[src/rtl/if_fetch_stage.sv]
// if_fetch_stage - instruction-fetch front end of the 5-stage RISC-V pipeline.
//
// Owns the PC, the single-outstanding instruction-memory handshake and the
// IF/ID pipeline register. A fetched word is parked in a one-entry buffer
// while IF/ID is stalled. A branch redirect from EX loads a bubble and
// retargets the PC. A fetch still in flight at the redirect is dropped when
// it returns.
//
// Ports:
//   clk, reset        clock and asynchronous active-low reset
//   PCwrite           0 freezes the PC            (hazard detection)
//   IF_IDwrite        0 freezes IF/ID             (hazard detection)
//   PCSrc             redirect request from EX; has priority over stalls
//   branch_target     redirect address, bits [1:0] forced to 0
//   imem_req/addr     level fetch request; address is stable while req=1
//   imem_valid/rdata  one-cycle response that completes the request
//   IF_ID_pc/instr/valid  IF/ID register contents (valid=0 marks a bubble)
//
// Optional feature (macro FETCH_STALL_CNT_EN):
//   stall_cycles      saturating count of cycles with advance=0 and PCSrc=0
//   flush_count       saturating count of cycles with PCSrc=1
module if_fetch_stage #(
  parameter logic [31:0] RESET_PC  = 32'h0000_0000,
  parameter logic [31:0] NOP_INSTR = 32'h0000_0013
) (
  input  logic        clk,
  input  logic        reset,
  input  logic        PCwrite,
  input  logic        IF_IDwrite,
  input  logic        PCSrc,
  input  logic [31:0] branch_target,
  output logic        imem_req,
  output logic [31:0] imem_addr,
  input  logic        imem_valid,
  input  logic [31:0] imem_rdata,
  output logic [31:0] IF_ID_pc,
  output logic [31:0] IF_ID_instr,
  output logic        IF_ID_valid
`ifdef FETCH_STALL_CNT_EN
  ,
  output logic [31:0] stall_cycles,
  output logic [31:0] flush_count
`endif
);

  // FETCH: request outstanding; HOLD: response parked, no request;
  // KILL: outstanding response will be discarded.
  localparam logic [1:0] ST_FETCH = 2'd0;
  localparam logic [1:0] ST_HOLD  = 2'd1;
  localparam logic [1:0] ST_KILL  = 2'd2;

  logic [1:0]  state_q, state_d;
  logic [31:0] pc_q, pc_d;
  logic [31:0] addr_q, addr_d;
  logic        req_q, req_d;
  logic [31:0] buf_q, buf_d;
  logic [31:0] ifid_pc_q, ifid_pc_d;
  logic [31:0] ifid_instr_q, ifid_instr_d;
  logic        ifid_valid_q, ifid_valid_d;

  logic        advance_s;
  logic [31:0] target_s;
  logic [31:0] pc_inc_s;

  // Mismatched stall inputs count as a stall; redirect target is word aligned.
  always_comb begin
    advance_s = PCwrite & IF_IDwrite;
    target_s  = branch_target & 32'hFFFF_FFFC;
    pc_inc_s  = pc_q + 32'd4;
  end

  // Next-state logic: redirect first, then response/buffer handling.
  always_comb begin
    state_d      = state_q;
    pc_d         = pc_q;
    addr_d       = addr_q;
    buf_d        = buf_q;
    ifid_pc_d    = ifid_pc_q;
    ifid_instr_d = ifid_instr_q;
    ifid_valid_d = ifid_valid_q;

    case (state_q)
      ST_FETCH: begin
        if (PCSrc) begin
          pc_d         = target_s;
          ifid_valid_d = 1'b0;
          ifid_instr_d = NOP_INSTR;
          // With nothing in flight (first cycle after reset) or the response
          // arriving now, the target can be requested straight away.
          if (imem_valid || !req_q) begin
            addr_d  = target_s;
            state_d = ST_FETCH;
          end else begin
            state_d = ST_KILL;
          end
        end else if (imem_valid) begin
          if (advance_s) begin
            ifid_pc_d    = pc_q;
            ifid_instr_d = imem_rdata;
            ifid_valid_d = 1'b1;
            pc_d         = pc_inc_s;
            addr_d       = pc_inc_s;
          end else begin
            buf_d   = imem_rdata;
            state_d = ST_HOLD;
          end
        end else if (IF_IDwrite) begin
          ifid_valid_d = 1'b0;
          ifid_instr_d = NOP_INSTR;
        end else begin
          ifid_valid_d = ifid_valid_q;
        end
      end

      ST_HOLD: begin
        if (PCSrc) begin
          pc_d         = target_s;
          addr_d       = target_s;
          buf_d        = NOP_INSTR;
          ifid_valid_d = 1'b0;
          ifid_instr_d = NOP_INSTR;
          state_d      = ST_FETCH;
        end else if (advance_s) begin
          ifid_pc_d    = pc_q;
          ifid_instr_d = buf_q;
          ifid_valid_d = 1'b1;
          pc_d         = pc_inc_s;
          addr_d       = pc_inc_s;
          state_d      = ST_FETCH;
        end else begin
          state_d = ST_HOLD;
        end
      end

      ST_KILL: begin
        if (PCSrc) begin
          pc_d         = target_s;
          ifid_valid_d = 1'b0;
          ifid_instr_d = NOP_INSTR;
          // The stale response completing now frees the port for the target.
          if (imem_valid) begin
            addr_d  = target_s;
            state_d = ST_FETCH;
          end else begin
            state_d = ST_KILL;
          end
        end else begin
          if (imem_valid) begin
            addr_d  = pc_q;
            state_d = ST_FETCH;
          end else begin
            state_d = ST_KILL;
          end
          if (IF_IDwrite) begin
            ifid_valid_d = 1'b0;
            ifid_instr_d = NOP_INSTR;
          end else begin
            ifid_valid_d = ifid_valid_q;
          end
        end
      end

      default: begin
        state_d = ST_FETCH;
        addr_d  = pc_q;
      end
    endcase

    req_d = (state_d != ST_HOLD);
  end

  // State, PC, request and IF/ID registers.
  always_ff @(posedge clk or negedge reset) begin
    if (!reset) begin
      state_q      <= ST_FETCH;
      pc_q         <= RESET_PC;
      addr_q       <= RESET_PC;
      req_q        <= 1'b0;
      buf_q        <= NOP_INSTR;
      ifid_pc_q    <= 32'd0;
      ifid_instr_q <= NOP_INSTR;
      ifid_valid_q <= 1'b0;
    end else begin
      state_q      <= state_d;
      pc_q         <= pc_d;
      addr_q       <= addr_d;
      req_q        <= req_d;
      buf_q        <= buf_d;
      ifid_pc_q    <= ifid_pc_d;
      ifid_instr_q <= ifid_instr_d;
      ifid_valid_q <= ifid_valid_d;
    end
  end

  assign imem_req    = req_q;
  assign imem_addr   = addr_q;
  assign IF_ID_pc    = ifid_pc_q;
  assign IF_ID_instr = ifid_instr_q;
  assign IF_ID_valid = ifid_valid_q;

`ifdef FETCH_STALL_CNT_EN
  logic [31:0] stall_cnt_q, stall_cnt_d;
  logic [31:0] flush_cnt_q, flush_cnt_d;

  function automatic logic [31:0] sat_inc(input logic [31:0] v);
    if (v == 32'hFFFF_FFFF) begin
      sat_inc = v;
    end else begin
      sat_inc = v + 32'd1;
    end
  endfunction

  // Redirect cycles count as flushes only, never as stalls.
  always_comb begin
    stall_cnt_d = stall_cnt_q;
    flush_cnt_d = flush_cnt_q;
    if (PCSrc) begin
      flush_cnt_d = sat_inc(flush_cnt_q);
    end else if (!advance_s) begin
      stall_cnt_d = sat_inc(stall_cnt_q);
    end else begin
      stall_cnt_d = stall_cnt_q;
    end
  end

  // Performance counter registers.
  always_ff @(posedge clk or negedge reset) begin
    if (!reset) begin
      stall_cnt_q <= 32'd0;
      flush_cnt_q <= 32'd0;
    end else begin
      stall_cnt_q <= stall_cnt_d;
      flush_cnt_q <= flush_cnt_d;
    end
  end

  assign stall_cycles = stall_cnt_q;
  assign flush_count  = flush_cnt_q;
`endif

endmodule
[config.mk]
export PLATFORM = sky130hd
export DESIGN_NAME = if_fetch_stage
export DESIGN_NICKNAME = d
export VERILOG_FILES = /design/src/rtl/if_fetch_stage.sv
export SDC_FILE = /design/constraint.sdc
export NUM_CORES = 1
export LEC_CHECK = 0
export BUFFER_PORTS_ARGS = -buffer_cell sky130_fd_sc_hd__buf_4
export CAP_MARGIN = 30
export CORE_ASPECT_RATIO = 0.5
export CORE_MARGIN = 4
export CORE_UTILIZATION = 45
export DETAILED_ROUTE_END_ITERATION = 6
export PLACE_DENSITY = 0.69
export SYNTH_ARGS = -nofsm -noshare
export SYNTH_HDL_FRONTEND = slang
export SYNTH_SLANG_ARGS = --single-unit
[constraint.sdc]
create_clock -name clk -period 2.3 [get_ports clk]
set_clock_uncertainty 0.15 [all_clocks]
set_input_delay 0 -clock clk [delete_from_list [all_inputs] [get_ports clk]]
set_output_delay 0 -clock clk [all_outputs]
set_load 0.005 [all_outputs]
==> out/qor.yml <==
synth-async-reset-ratio: 1.00
initial_core_util: 0.464
grt_pass1_wl_um: 51500
powerDensity_mw_per_mm2: 1330
required_ns: 2.48
cpPeakStageDelay_ns: 0.42
ant_nets: 0
worst_path_max_delay_cell: "dfrtp_2"
ys.flop_type: "dfrtp_1"
final_cell_area_mm2: 0.0128
drive_gt1_frac: 0.325
die_y_um: 109
p_switching_mw: 6.90
ir_drop_mv: 0.643
fin_cells: 1526
nNetsFinal: 1323
clock_latency_ns: 0.45
r2r_start: "state_q[0]"
io_pins: 168
dieArea_mm2: 0.0228
fmax_mhz: 448
clk_path_buf_depth: 2
netlist_top_cells_count: "dfrtp_1, a21oi_1, o21ai_0"
synth_seq_area_share: 0.437
yosys.area.top_type: "dfrtp_1"
std_cell_rows: 36
start_kind: "flop"
rsz0062_at_grt: "yes"
numCtsBuffers: 17
hold_path_class: "in2async"
drtIter0Drc: 973
status: "completed"
avgSynthCellArea_um2: 9.38
finalHoldViolations: 0
cts_tree: "built"
viasPerCell: 6.14
leakagePower_nw: 5.53
ys_seq_elements: 159
path_clk_slew_ns: 0.07
finalCritPeriodShare: 0.971
pwr-share-seq: 0.303
die_w_um: 209
worstSetupPathType: "reg2reg"
ctsHtreeMaxLevel: 4
arrival_ns: 2.41
grt.total_usage: 0.289
num_vias: 9363
path_cells: "inv_1, ha_4, buf_4, nor2b_2, a21oi_1, nor3_4, buf_4, buf_12, mux2_2"
antenna_cells: 0
yosysUniqueCellTypes: 74
power.internal_mw: 10.1
dp_hpwl_um: 22700
wire_per_inst_um: 22.1
cp_common_cell: "buf_4"
synth_most_common_cell: "dfrtp_1"
drt-total-wl_um: 33800
portBuffers: 163
grt_overflow: 0
synth-edff-count: 0
synthToLayoutAreaGrowth_pct: 40.0
cts.sinks: 159
drc: 0
netlist_top_cells_area: "dfrtp_1, a21oi_1, mux2_2, o21ai_0, a22o_1"
antenna_found_initial: 0
dpl-instance-area_mm2: 0.0113
syn_inst: 973
grt_max_degree: 52
placed_cells: 1423
min_period_ns: 2.23
first_pass_iters: 6
clock_power_share: 0.176
netlist.area_leader.share: 0.419
fp.coreArea_mm2: 0.0197
swShare: 0.405
gp_congestion: 0.914
cap_violations: 0
power_mw: 17.0
cts_root_buf: "clkbuf_16"
yosysWarnings: 0
crit_path_end_kind: "flop"
startpoint: "state_q[0]"
slew_violations: 0
grt_pass1_vias: 9161
crit_fanout: 15
p_comb_frac: 0.520
netlist_area_mm2: 0.00913
setup_viol: 0
[power groups by stage]
stage          logic [mW]  registers, mW  clock network, mW
2_1_floorplan        4.72           4.84                  0
3_3_place_gp         8.26           5.11                  0
3_5_place_dp         8.43           5.15                  0
4_1_cts              8.56           5.14               3.03
5_1_grt              9.56           5.33               3.14
6_report             8.86           5.17               3.00
[layer usage]
metal,share of wire,GRT usage,vias to the layer above
met2,0.48,0.485,501
met3,0.084,0.0609,64
met1,0.41,0.373,4576
met5,0,0,-
li1,-,-,4222
met4,0.027,0.114,0
[logic make-up after synthesis]
family | after synthesis | share of synthesized area
AND/OR/NAND/NOR | 249 | 0.142
XOR/XNOR | 8 | 0.00768
AO/OA/AOI/OAI | 380 | 0.288
buffers and inverters | 121 | 0.0589
multiplexers | 49 | 0.0583
adder cells (fa/ha/maj) | 6 | 0.00822
other | 1 | 0.000411
flip-flops | 159 | 0.437
[flip-flops by register name (all words and copies together), names as in the netlist]
register	count
imem_addr	31
IF_ID_pc	30
pc_q	30
buf_q	32
imem_req	1
state_q	2
IF_ID_valid	1
IF_ID_instr	32
[critical path: cells and delay by family, from the launching register on]
family	cells	cell delay [ns]
buffers and inverters	4	0.60
flip-flops	1	0.42
multiplexers	1	0.35
AND/OR/NAND/NOR	2	0.32
adder cells (fa/ha/maj)	1	0.20
AO/OA/AOI/OAI	1	0.08
[cell type report]
| class | count | area [um2] |
|---|---|---|
| inverter | 19 | 71.3 |
| timing repair buffer | 356 | 3020 |
| multi-input combinational | 694 | 4760 |
| clock inverter | 13 | 165 |
| tap | 266 | 333 |
| clock buffer | 19 | 443 |
| fill | 1595 | 6910 |
| sequential | 159 | 3990 |
[final timing paths]
kind                                   to  slack (ns)  cells after the start
min in group clk                 buf_q[5]        0.17                      3
min reg2reg                  imem_addr[5]        0.34                      2
max reg2reg                  IF_ID_pc[25]        0.07                      9
min                        IF_ID_instr[1]        0.04                      2
max in group asynchronous        buf_q[0]        1.58                      3
max                          IF_ID_pc[25]        0.07                      9
[through the flow]
| step | setup WS, ns | hold WS (ns) | setup TNS [ns] | util |
|---|---|---|---|---|
| 6_report | 0.0657 | 0.0438 | 0 | 0.649 |
| 5_1_grt | -0.0338 | 0.0373 | -0.566 | 0.649 |
| 4_1_cts | 0.00948 | 0.0344 | 0 | 0.641 |
| 3_5_place_dp | -0.0145 | -0.170 | -0.0338 | 0.574 |
| 3_3_place_gp | -0.0115 | -0.166 | -0.0115 | 0.574 |
| 2_1_floorplan | 0.118 | -0.446 | 0 | - |
[cell usage in the layout, fill, tap and decap left out, types with 5 or more instances in the layout]
master / n
a211oi_1: 5
a21o_1: 5
a21oi_1: 80
a221oi_1: 9
a22o_1: 31
a22oi_1: 33
a2bb2oi_1: 15
a31oi_1: 13
and2_1: 7
and3_1: 5
buf_12: 12
buf_4: 272
clkbuf_16: 18
dfrtp_1: 152
dfstp_2: 6
dlygate4sd3_1: 67
inv_1: 16
mux2_2: 33
mux2i_1: 16
nand2_1: 57
nand2b_1: 6
nand3_1: 25
nand4_1: 16
nor2_1: 55
nor2b_1: 6
nor3_1: 24
nor3_2: 5
nor4_1: 9
o21a_1: 9
o21ai_0: 71
o22a_1: 11
o22ai_1: 13
o2bb2ai_1: 29
o31ai_1: 7
or3_1: 5
xnor2_1: 6
[what timing repair did]
action / in CTS / in global routing
endpoints found under the setup margin: 5 / 110
pin swaps: 1 / 2
hold buffers: 68 / 0
hold endpoints to repair: 284 / 0
gates cloned: 0 / 1
gates resized for setup: 3 / 34
buffers inserted: 0 / 2
No activity file was read; power rests on OpenSTA's default activity.
